### config.mk
export PLATFORM = sky130hd
export DESIGN_NAME = thread_load_receiver_flat
export DESIGN_NICKNAME = d
export VERILOG_FILES = /design/src/rtl/thread_load_receiver_if.sv /design/src/rtl/thread_load_receiver.sv /design/src/flat_wrapper.sv
export SDC_FILE = /design/constraint.sdc
export NUM_CORES = 1
export LEC_CHECK = 0
export BUFFER_PORTS_ARGS = -buffer_cell sky130_fd_sc_hd__buf_4
export CORE_AREA = 8 8 461 463
export DETAILED_ROUTE_END_ITERATION = 16
export DIE_AREA = 0 0 469 471
export PLACE_DENSITY = 0.39
export SYNTH_ARGS = -nofsm -noshare
export SYNTH_HDL_FRONTEND = slang
export SYNTH_SLANG_ARGS = --single-unit
### constraint.sdc
create_clock -name clk -period 2.65 [get_ports clk]
set_input_delay 0.3975 -clock clk [delete_from_list [all_inputs] [get_ports clk]]
set_output_delay 0.3975 -clock clk [all_outputs]
set_load 0.01 [all_outputs]
### src/rtl/thread_load_receiver_if.sv
// Host-load / datapath-write bundle for thread_load_receiver.
// The slave side is the receiver; the master side is the host plus the
// Datapath instances that consume the write ports and return done flags.
interface thread_load_receiver_if #(
  parameter int NSAT                      = 3,
  parameter int NUM_VARIABLES             = 2048,
  parameter int MAX_CLAUSE_MEMBERSHIP     = 20,
  parameter int UNSAT_CLAUSE_BUFFER_DEPTH = 2048,
  parameter int NUM_THREADS               = 4
);
  localparam int VAW  = $clog2(NUM_VARIABLES);
  localparam int LAW  = VAW + 1;
  localparam int UAW  = $clog2(UNSAT_CLAUSE_BUFFER_DEPTH);
  localparam int TW   = $clog2(NUM_THREADS);
  localparam int ATDW = VAW + MAX_CLAUSE_MEMBERSHIP;
  localparam int CTDW = LAW * (NSAT - 1) * MAX_CLAUSE_MEMBERSHIP;
  localparam int UCDW = NSAT * LAW;

  logic                   att_load_valid;
  logic [LAW:0]           att_load_addr;
  logic [ATDW-1:0]        att_load_data;
  logic                   ct_load_valid;
  logic [VAW-1:0]         ct_load_addr;
  logic [CTDW-1:0]        ct_load_data;
  logic                   ucb_load_valid;
  logic [UAW-1:0]         ucb_load_addr;
  logic [UCDW-1:0]        ucb_load_data;
  logic                   load_end;
  logic                   cpu_start;
  logic [NUM_THREADS-1:0] thread_done_i;

  logic [NUM_THREADS-1:0] att_wr_en_o;
  logic [NUM_THREADS-1:0] ct_wr_en_o;
  logic [NUM_THREADS-1:0] ucb_setup_wr_en_o;
  logic [LAW:0]           att_wr_addr_o;
  logic [ATDW-1:0]        att_wr_data_o;
  logic [VAW-1:0]         ct_wr_addr_o;
  logic [CTDW-1:0]        ct_wr_data_o;
  logic [UAW-1:0]         ucb_setup_addr_o;
  logic [UCDW-1:0]        ucb_setup_data_o;
  logic [NUM_THREADS-1:0] ucb_setup_o;
  logic [UAW:0]           ucb_count_o;
  logic [NUM_THREADS-1:0] thread_start_o;
  logic [TW-1:0]          cur_thread_o;
  logic                   cpu_done_o;
  logic                   load_error_o;

  modport slave (
    input  att_load_valid, att_load_addr, att_load_data,
    input  ct_load_valid, ct_load_addr, ct_load_data,
    input  ucb_load_valid, ucb_load_addr, ucb_load_data,
    input  load_end, cpu_start, thread_done_i,
    output att_wr_en_o, ct_wr_en_o, ucb_setup_wr_en_o,
    output att_wr_addr_o, att_wr_data_o, ct_wr_addr_o, ct_wr_data_o,
    output ucb_setup_addr_o, ucb_setup_data_o,
    output ucb_setup_o, ucb_count_o, thread_start_o, cur_thread_o,
    output cpu_done_o, load_error_o
  );

  modport master (
    output att_load_valid, att_load_addr, att_load_data,
    output ct_load_valid, ct_load_addr, ct_load_data,
    output ucb_load_valid, ucb_load_addr, ucb_load_data,
    output load_end, cpu_start, thread_done_i,
    input  att_wr_en_o, ct_wr_en_o, ucb_setup_wr_en_o,
    input  att_wr_addr_o, att_wr_data_o, ct_wr_addr_o, ct_wr_data_o,
    input  ucb_setup_addr_o, ucb_setup_data_o,
    input  ucb_setup_o, ucb_count_o, thread_start_o, cur_thread_o,
    input  cpu_done_o, load_error_o
  );
endinterface

### src/rtl/thread_load_receiver.sv
// Responder for the host load protocol: steers att/ct/ucb beats to the
// thread currently being loaded, closes threads on load_end, broadcasts the
// start pulse once every thread is loaded and gathers per-thread done flags.
module thread_load_receiver #(
  parameter int UNSAT_CLAUSE_BUFFER_DEPTH = 2048,
  parameter int NUM_THREADS               = 4
) (
  input  logic                      clk,
  input  logic                      rst,
  thread_load_receiver_if.slave     bus
);
  localparam int UAW = $clog2(UNSAT_CLAUSE_BUFFER_DEPTH);
  localparam int TW  = $clog2(NUM_THREADS);

  typedef enum logic [1:0] {S_LOAD, S_READY, S_RUN, S_DONE} state_t;

  state_t                 r_state;
  state_t                 w_stateNext;
  logic [TW-1:0]          r_curThread;
  logic [UAW:0]           r_ucbAcc;
  logic [NUM_THREADS-1:0] r_doneMask;

  logic                   w_inLoad;
  logic                   w_lastThread;
  logic                   w_closeThread;
  logic [NUM_THREADS-1:0] w_threadOneHot;
  logic [NUM_THREADS-1:0] w_doneMerged;
  logic [UAW:0]           w_ucbCand;
  logic [UAW:0]           w_ucbAccNext;
  logic [NUM_THREADS-1:0] w_attWrEn;
  logic [NUM_THREADS-1:0] w_ctWrEn;
  logic [NUM_THREADS-1:0] w_ucbWrEn;
  logic [NUM_THREADS-1:0] w_ucbSetup;
  logic [NUM_THREADS-1:0] w_threadStart;
  logic                   w_errorEvent;

  assign w_inLoad       = (r_state == S_LOAD);
  assign w_lastThread   = (r_curThread == TW'(NUM_THREADS - 1));
  assign w_closeThread  = w_inLoad && bus.load_end;
  assign w_threadOneHot = NUM_THREADS'(1) << r_curThread;
  assign w_doneMerged   = r_doneMask | bus.thread_done_i;
  // Widened by one bit so the deepest UCB address yields the full depth.
  assign w_ucbCand      = {1'b0, bus.ucb_load_addr} + (UAW + 1)'(1);

  assign bus.cur_thread_o = r_curThread;
  assign bus.cpu_done_o   = (r_state == S_DONE);

  // State register; DONE is only left through reset.
  always_ff @(posedge clk) begin
    if (rst) r_state <= S_LOAD;
    else     r_state <= w_stateNext;
  end

  // Next-state: close the last thread, wait for start, wait for all done.
  always_comb begin
    w_stateNext = r_state;
    case (r_state)
      S_LOAD:  if (bus.load_end && w_lastThread) w_stateNext = S_READY;
      S_READY: if (bus.cpu_start) w_stateNext = S_RUN;
      S_RUN:   if (&w_doneMerged) w_stateNext = S_DONE;
      default: w_stateNext = r_state;
    endcase
  end

  // Output decode: next-cycle enables, accumulator update and error events.
  always_comb begin
    w_attWrEn     = '0;
    w_ctWrEn      = '0;
    w_ucbWrEn     = '0;
    w_ucbSetup    = '0;
    w_ucbAccNext  = r_ucbAcc;
    if (w_inLoad) begin
      if (bus.att_load_valid) w_attWrEn = w_threadOneHot;
      if (bus.ct_load_valid)  w_ctWrEn  = w_threadOneHot;
      if (bus.ucb_load_valid) begin
        w_ucbWrEn = w_threadOneHot;
        if (w_ucbCand > r_ucbAcc) w_ucbAccNext = w_ucbCand;
      end
      if (bus.load_end) w_ucbSetup = w_threadOneHot;
    end
    w_threadStart = (r_state == S_READY && bus.cpu_start) ? '1 : '0;
    w_errorEvent  = (!w_inLoad && (bus.att_load_valid || bus.ct_load_valid ||
                                   bus.ucb_load_valid || bus.load_end)) ||
                    (w_inLoad && bus.cpu_start);
  end

  // Registered pulses, thread bookkeeping, done mask and sticky error.
  always_ff @(posedge clk) begin
    if (rst) begin
      bus.att_wr_en_o       <= '0;
      bus.ct_wr_en_o        <= '0;
      bus.ucb_setup_wr_en_o <= '0;
      bus.ucb_setup_o       <= '0;
      bus.ucb_count_o       <= '0;
      bus.thread_start_o    <= '0;
      bus.load_error_o      <= 1'b0;
      r_curThread           <= '0;
      r_ucbAcc              <= '0;
      r_doneMask            <= '0;
    end else begin
      bus.att_wr_en_o       <= w_attWrEn;
      bus.ct_wr_en_o        <= w_ctWrEn;
      bus.ucb_setup_wr_en_o <= w_ucbWrEn;
      bus.ucb_setup_o       <= w_ucbSetup;
      bus.thread_start_o    <= w_threadStart;
      bus.ucb_count_o       <= w_closeThread ? w_ucbAccNext : '0;
      if (w_closeThread) begin
        r_ucbAcc <= '0;
        if (!w_lastThread) r_curThread <= r_curThread + TW'(1);
      end else begin
        r_ucbAcc <= w_ucbAccNext;
      end
      if (r_state == S_RUN) r_doneMask <= w_doneMerged;
      if (w_errorEvent) bus.load_error_o <= 1'b1;
    end
  end

  // Shared address/data registers; they only move on an accepted beat.
  always_ff @(posedge clk) begin
    if (rst) begin
      bus.att_wr_addr_o    <= '0;
      bus.att_wr_data_o    <= '0;
      bus.ct_wr_addr_o     <= '0;
      bus.ct_wr_data_o     <= '0;
      bus.ucb_setup_addr_o <= '0;
      bus.ucb_setup_data_o <= '0;
    end else if (w_inLoad) begin
      if (bus.att_load_valid) begin
        bus.att_wr_addr_o <= bus.att_load_addr;
        bus.att_wr_data_o <= bus.att_load_data;
      end
      if (bus.ct_load_valid) begin
        bus.ct_wr_addr_o <= bus.ct_load_addr;
        bus.ct_wr_data_o <= bus.ct_load_data;
      end
      if (bus.ucb_load_valid) begin
        bus.ucb_setup_addr_o <= bus.ucb_load_addr;
        bus.ucb_setup_data_o <= bus.ucb_load_data;
      end
    end
  end
endmodule

### src/flat_wrapper.sv
// flat-port wrapper written by rule: the top's interface ports become plain ports
module thread_load_receiver_flat 
#(
  parameter int UNSAT_CLAUSE_BUFFER_DEPTH = 2048,
  parameter int NUM_THREADS               = 4
)
  (clk, rst, bus_att_load_valid, bus_att_load_addr, bus_att_load_data, bus_ct_load_valid, bus_ct_load_addr, bus_ct_load_data, bus_ucb_load_valid, bus_ucb_load_addr, bus_ucb_load_data, bus_load_end, bus_cpu_start, bus_thread_done_i, bus_att_wr_en_o, bus_ct_wr_en_o, bus_ucb_setup_wr_en_o, bus_att_wr_addr_o, bus_att_wr_data_o, bus_ct_wr_addr_o, bus_ct_wr_data_o, bus_ucb_setup_addr_o, bus_ucb_setup_data_o, bus_ucb_setup_o, bus_ucb_count_o, bus_thread_start_o, bus_cur_thread_o, bus_cpu_done_o, bus_load_error_o);
  thread_load_receiver_if #(.UNSAT_CLAUSE_BUFFER_DEPTH(UNSAT_CLAUSE_BUFFER_DEPTH), .NUM_THREADS(NUM_THREADS)) bus_i ();
  input  logic clk;
  input  logic rst;
  input wire logic [$bits(bus_i.att_load_valid)-1:0] bus_att_load_valid;
  input wire logic [$bits(bus_i.att_load_addr)-1:0] bus_att_load_addr;
  input wire logic [$bits(bus_i.att_load_data)-1:0] bus_att_load_data;
  input wire logic [$bits(bus_i.ct_load_valid)-1:0] bus_ct_load_valid;
  input wire logic [$bits(bus_i.ct_load_addr)-1:0] bus_ct_load_addr;
  input wire logic [$bits(bus_i.ct_load_data)-1:0] bus_ct_load_data;
  input wire logic [$bits(bus_i.ucb_load_valid)-1:0] bus_ucb_load_valid;
  input wire logic [$bits(bus_i.ucb_load_addr)-1:0] bus_ucb_load_addr;
  input wire logic [$bits(bus_i.ucb_load_data)-1:0] bus_ucb_load_data;
  input wire logic [$bits(bus_i.load_end)-1:0] bus_load_end;
  input wire logic [$bits(bus_i.cpu_start)-1:0] bus_cpu_start;
  input wire logic [$bits(bus_i.thread_done_i)-1:0] bus_thread_done_i;
  output wire logic [$bits(bus_i.att_wr_en_o)-1:0] bus_att_wr_en_o;
  output wire logic [$bits(bus_i.ct_wr_en_o)-1:0] bus_ct_wr_en_o;
  output wire logic [$bits(bus_i.ucb_setup_wr_en_o)-1:0] bus_ucb_setup_wr_en_o;
  output wire logic [$bits(bus_i.att_wr_addr_o)-1:0] bus_att_wr_addr_o;
  output wire logic [$bits(bus_i.att_wr_data_o)-1:0] bus_att_wr_data_o;
  output wire logic [$bits(bus_i.ct_wr_addr_o)-1:0] bus_ct_wr_addr_o;
  output wire logic [$bits(bus_i.ct_wr_data_o)-1:0] bus_ct_wr_data_o;
  output wire logic [$bits(bus_i.ucb_setup_addr_o)-1:0] bus_ucb_setup_addr_o;
  output wire logic [$bits(bus_i.ucb_setup_data_o)-1:0] bus_ucb_setup_data_o;
  output wire logic [$bits(bus_i.ucb_setup_o)-1:0] bus_ucb_setup_o;
  output wire logic [$bits(bus_i.ucb_count_o)-1:0] bus_ucb_count_o;
  output wire logic [$bits(bus_i.thread_start_o)-1:0] bus_thread_start_o;
  output wire logic [$bits(bus_i.cur_thread_o)-1:0] bus_cur_thread_o;
  output wire logic [$bits(bus_i.cpu_done_o)-1:0] bus_cpu_done_o;
  output wire logic [$bits(bus_i.load_error_o)-1:0] bus_load_error_o;
  assign bus_i.att_load_valid = bus_att_load_valid;
  assign bus_i.att_load_addr = bus_att_load_addr;
  assign bus_i.att_load_data = bus_att_load_data;
  assign bus_i.ct_load_valid = bus_ct_load_valid;
  assign bus_i.ct_load_addr = bus_ct_load_addr;
  assign bus_i.ct_load_data = bus_ct_load_data;
  assign bus_i.ucb_load_valid = bus_ucb_load_valid;
  assign bus_i.ucb_load_addr = bus_ucb_load_addr;
  assign bus_i.ucb_load_data = bus_ucb_load_data;
  assign bus_i.load_end = bus_load_end;
  assign bus_i.cpu_start = bus_cpu_start;
  assign bus_i.thread_done_i = bus_thread_done_i;
  assign bus_att_wr_en_o = bus_i.att_wr_en_o;
  assign bus_ct_wr_en_o = bus_i.ct_wr_en_o;
  assign bus_ucb_setup_wr_en_o = bus_i.ucb_setup_wr_en_o;
  assign bus_att_wr_addr_o = bus_i.att_wr_addr_o;
  assign bus_att_wr_data_o = bus_i.att_wr_data_o;
  assign bus_ct_wr_addr_o = bus_i.ct_wr_addr_o;
  assign bus_ct_wr_data_o = bus_i.ct_wr_data_o;
  assign bus_ucb_setup_addr_o = bus_i.ucb_setup_addr_o;
  assign bus_ucb_setup_data_o = bus_i.ucb_setup_data_o;
  assign bus_ucb_setup_o = bus_i.ucb_setup_o;
  assign bus_ucb_count_o = bus_i.ucb_count_o;
  assign bus_thread_start_o = bus_i.thread_start_o;
  assign bus_cur_thread_o = bus_i.cur_thread_o;
  assign bus_cpu_done_o = bus_i.cpu_done_o;
  assign bus_load_error_o = bus_i.load_error_o;
  thread_load_receiver #(.UNSAT_CLAUSE_BUFFER_DEPTH(UNSAT_CLAUSE_BUFFER_DEPTH), .NUM_THREADS(NUM_THREADS)) u_core (.clk(clk), .rst(rst), .bus(bus_i));
endmodule
==> metrics.json <==
{
  "status": {"value": "finished with violations"},
  "violations": {"value": "setup timing"},
  "finalCritPeriodShare": {"value": 100, "unit": "%"},
  "cellPowerDensity": {"value": 776, "unit": "nW/um^2"},
  "cts.reportedPaths.clkPinSlew": {"value": 0.06, "unit": "ns"},
  "clock_latency": {"value": 0.70, "unit": "ns"},
  "final.fill_count": {"value": 23000},
  "cpMaxStageDelayCell": {"value": "dlygate4sd3_1"},
  "die_y": {"value": 471, "unit": "um"},
  "synth-main-ff-cell": {"value": "dfxtp_1"},
  "worstSetupEndpointType": {"value": "register"},
  "detailedRoute.firstIterationViolations": {"value": 1260},
  "timing.rr.start": {"value": "u_core.r_state[1]$_SDFFE_PP0P_"},
  "arrival": {"value": 3.24, "unit": "ns"},
  "reg_area": {"value": 12700, "unit": "um^2"},
  "dr_total_vias": {"value": 26400},
  "place.port_buffers": {"value": 1210},
  "post-place-ws": {"value": -0.222, "unit": "ns"},
  "worstHoldPathType": {"value": "input pin to register"},
  "average_instance_area_after_synthesis": {"value": 7.93, "unit": "um^2"},
  "grt_pass1_vias": {"value": 27400},
  "critical_path.max_fanout": {"value": 7},
  "grt_pass1_wl": {"value": 231000, "unit": "um"},
  "cells_along_the_critical_path": {"value": "dlygate4sd3_1, buf_4, buf_4, and2_2, buf_4, nand2_1, nor3_2, buf_4, ha_1, and4_4, a221o_2, o211ai_1, a21oi_1"},
  "synth_fp_nets": {"value": 3409},
  "row_count": {"value": 167},
  "die_x": {"value": 469, "unit": "um"},
  "ir_worst_vdd": {"value": 0.468, "unit": "mV"},
  "floorplan.core_area": {"value": 206000, "unit": "um^2"},
  "critPathMaxStageDelay": {"value": 0.54, "unit": "ns"},
  "setup-tns-final": {"value": -0.0173, "unit": "ns"},
  "crit_path_start_kind": {"value": "input pin"},
  "fin_total_pwr": {"value": 33.8, "unit": "mW"},
  "initial_core_util": {"value": 10.8, "unit": "%"},
  "fmaxAchievable": {"value": 376, "unit": "MHz"},
  "tritoncts_buffers": {"value": 87},
  "htreeDepth": {"value": 3},
  "synth_seq_cells": {"value": 632},
  "setup-violations-final": {"value": 4},
  "cts_tree": {"value": "yes"},
  "fin_ws": {"value": -0.00735, "unit": "ns"},
  "hold_critical_path_endpoint": {"value": "u_core.bus.ct_wr_data_o[295]$_SDFFE_PP0P_"},
  "yosys_warnings": {"value": 0},
  "drt_pass1_iterations": {"value": 5},
  "final_max_slew_viol_count": {"value": 0},
  "synth_edf_count": {"value": 0},
  "p_leak": {"value": 18.7, "unit": "nW"},
  "worst_path_most_repeated_cell": {"value": "buf_4"},
  "gr-usage-all-layers": {"value": 15.0, "unit": "%"},
  "max_slew_headroom": {"value": 30.4, "unit": "%"},
  "timing.setup.critical_path_class": {"value": "input pin to register"},
  "syn2layout_area_growth": {"value": 96.3, "unit": "%"},
  "ios": {"value": 1211},
  "pin_count_of_the_biggest_net_entering_global_routing": {"value": 120},
  "tritoncts_num_sinks": {"value": 632},
  "post_synth_instance_area": {"value": 22200, "unit": "um^2"},
  "syn_inst": {"value": 2795},
  "cell_depth_of_the_worst_min_delay_path": {"value": 3},
  "die-area": {"value": 221000, "unit": "um^2"},
  "ff2ff_setup_slack": {"value": 0.34, "unit": "ns"},
  "hold_viol": {"value": 0},
  "timing_worst_slew_pin_value": {"value": 1.04, "unit": "ns"},
  "clock_tree.root_cell": {"value": "clkbuf_16"},
  "postRouteWirelength": {"value": 177000, "unit": "um"},
  "globalplace.congestion": {"value": 0.845},
  "rr_endpoint": {"value": "u_core.bus.ct_wr_data_o[161]$_SDFFE_PP0P_"},
  "final.min_clock_period": {"value": 2.66, "unit": "ns"},
  "async_flop_share": {"value": 0, "unit": "%"},
  "place_hpwl": {"value": 146000, "unit": "um"},
  "max-cap-violations": {"value": 0},
  "holdCritStartpoint": {"value": "bus_ct_load_data[295]"},
  "clock-skew-final": {"value": 0.0236, "unit": "ns"},
  "wire_per_inst": {"value": 24.0, "unit": "um"},
  "grt_overflow_total": {"value": 0},
  "layout.nets": {"value": 5164},
  "ys_types": {"value": 42},
  "ff2ff_path_depth": {"value": 8},
  "cts_buffer_depth": {"value": 3},
  "synth_sequential_area_ratio": {"value": 57.1, "unit": "%"},
  "worstPathRequired": {"value": 3.23, "unit": "ns"},
  "multiInputGateArea": {"value": 8670, "unit": "um^2"},
  "ant_nets": {"value": 0},
  "number_of_design_rule_violations_left_after_detail_routing": {"value": 0},
  "drive_above_1_share": {"value": 31.7, "unit": "%"},
  "antenna_violations_before_repair": {"value": 76},
  "drt-vias-per-instance": {"value": 3.59}
}
==> power breakdown <==
group	switching (mW)	leakage (nW)	internal (mW)
sequential	0.912	5.20	11.0
clock	5.01	1.38	6.87
combinational	5.77	12.1	4.18
total	11.7	18.7	22.1
==> through the flow <==
stage | instances | cell area, um^2 | hold slack [ns] | util [%]
finish | 7350 | 43500 | 0.0321 | 21.2
global route | 7348 | 43500 | 0.00588 | 21.2
CTS | 7317 | 43300 | 0.000512 | 21.1
detailed placement | 6595 | 34800 | 0.447 | 16.9
global placement | 6595 | 34800 | 0.442 | 16.9
floorplan | 2795 | 22200 | 0.437 | -
==> layer usage <==
layer | global-route usage, % | routed length, um | vias to the layer above
met5 | 0 | 58 | -
met4 | 4.92 | 6240 | 10
met2 | 24.6 | 80300 | 1149
met1 | 16.4 | 66600 | 12400
met3 | 8.54 | 23300 | 236
li1 | - | - | 12600
==> area by class of cell <==
type	instances	share of cell area, %
tap	2704	7.78
timing repair buffer	1870	36.4
multi-input combinational	1940	19.9
inverter	19	0.164
antenna	30	0.173
clock inverter	34	0.909
clock buffer	121	5.62
sequential	632	29.1
==> worst max path at each step <==
stage	startpoint	to	depth (start not counted)
floorplan	bus_ucb_load_addr[0]	u_core.r_ucbAcc[11]$_SDFF_PP0_	10
global placement	bus_ucb_load_addr[0]	u_core.r_ucbAcc[7]$_SDFF_PP0_	12
detailed placement	bus_ucb_load_addr[0]	u_core.bus.ucb_count_o[2]$_SDFF_PP0_	12
CTS	bus_ucb_load_addr[0]	u_core.bus.ucb_count_o[3]$_SDFF_PP0_	13
global route	bus_ucb_load_addr[0]	u_core.r_ucbAcc[6]$_SDFF_PP0_	13
finish	bus_ucb_load_addr[0]	u_core.bus.ucb_count_o[6]$_SDFF_PP0_	13
==> sequential cells by signal, indices dropped and copies added (netlist names) <==
signal,flops
u_core.bus.ct_wr_data_o,480
u_core.bus.ucb_setup_data_o,36
u_core.bus.att_wr_data_o,31
u_core.bus.att_wr_addr_o,13
u_core.bus.ucb_count_o,12
u_core.r_ucbAcc,12
u_core.bus.ct_wr_addr_o,11
u_core.bus.ucb_setup_addr_o,11
u_core.bus.att_wr_en_o,4
u_core.bus.ct_wr_en_o,4
u_core.bus.ucb_setup_o,4
u_core.bus.ucb_setup_wr_en_o,4
u_core.r_doneMask,4
u_core.bus.cur_thread_o,2
u_core.r_state,2
u_core.bus.load_error_o,1
u_core.bus.thread_start_o,1
==> cell families (layout without fill, tap and decap cells) <==
| group | count (synthesis) | after routing | synth area share (%) |
|---|---|---|---|
| muxes | 11 | 11 | 0.497 |
| DFF | 632 | 632 | 57.1 |
| and+or+nand+nor | 1261 | 1261 | 21.8 |
| xor gates and xnor gates | 10 | 10 | 0.395 |
| other | 0 | 30 | 0 |
| AOI/OAI and AO/OA | 637 | 637 | 14.9 |
| buffers and inverters | 223 | 2044 | 4.17 |
| adders and majority gates | 21 | 21 | 1.19 |
==> Yosys cell counts, drive strengths merged, types with 2 or more instances <==
cell / instances / area [um^2]
or2: 2 / 15.0
and2: 9 / 56.3
a22oi: 4 / 30.0
a221oi: 2 / 35.0
xnor2: 8 / 70.1
nor2: 27 / 101
nand2b: 6 / 37.5
o31ai: 2 / 20.0
nand2: 1195 / 4490
o21ai: 5 / 36.3
o211ai: 4 / 30.0
mux2i: 11 / 110
nor3: 6 / 30.0
o2111ai: 2 / 17.5
clkbuf: 128 / 480
and4: 2 / 17.5
buf: 76 / 373
dfxtp: 632 / 12700
nand4: 8 / 50.1
o22ai: 4 / 25.0
a21oi: 606 / 3040
a211oi: 3 / 22.5
nand3: 4 / 20.0
xor2: 2 / 17.5
inv: 19 / 71.3
ha: 21 / 263
==> critical path, delay by kind of cell <==
family                     cells  cell delay, ns
buffers and inverters          5            1.11
AOI/OAI and AO/OA              3            0.87
and+or+nand+nor                4            0.55
adders and majority gates      1            0.30
==> cell usage in the layout, fill, tap and decap left out, types with 4 or more instances in the layout <==
cell	count
nand2b_1	6
diode_2	30
nand4_1	8
dlygate4sd3_1	567
dfxtp_1	632
ha_1	21
nor3_1	4
clkinvlp_4	6
clkbuf_1	20
a22oi_1	4
buf_12	28
clkbuf_8	14
clkbuf_16	87
nor2_1	27
and2_1	5
clkinv_2	15
nand2_1	1192
bufinv_16	4
inv_1	19
o211ai_1	4
nand3_1	4
a21oi_1	605
mux2i_1	11
buf_4	1273
xnor2_1	5
==> timing repair <==
action / 4_1_cts / 5_1_grt
setup buffers: 0 / 3
resized for setup: 0 / 17
hold endpoints to repair: 567 / 0
setup endpoints to repair: 0 / 24
hold buffers: 567 / 0
(Power assumes the default switching activity.)
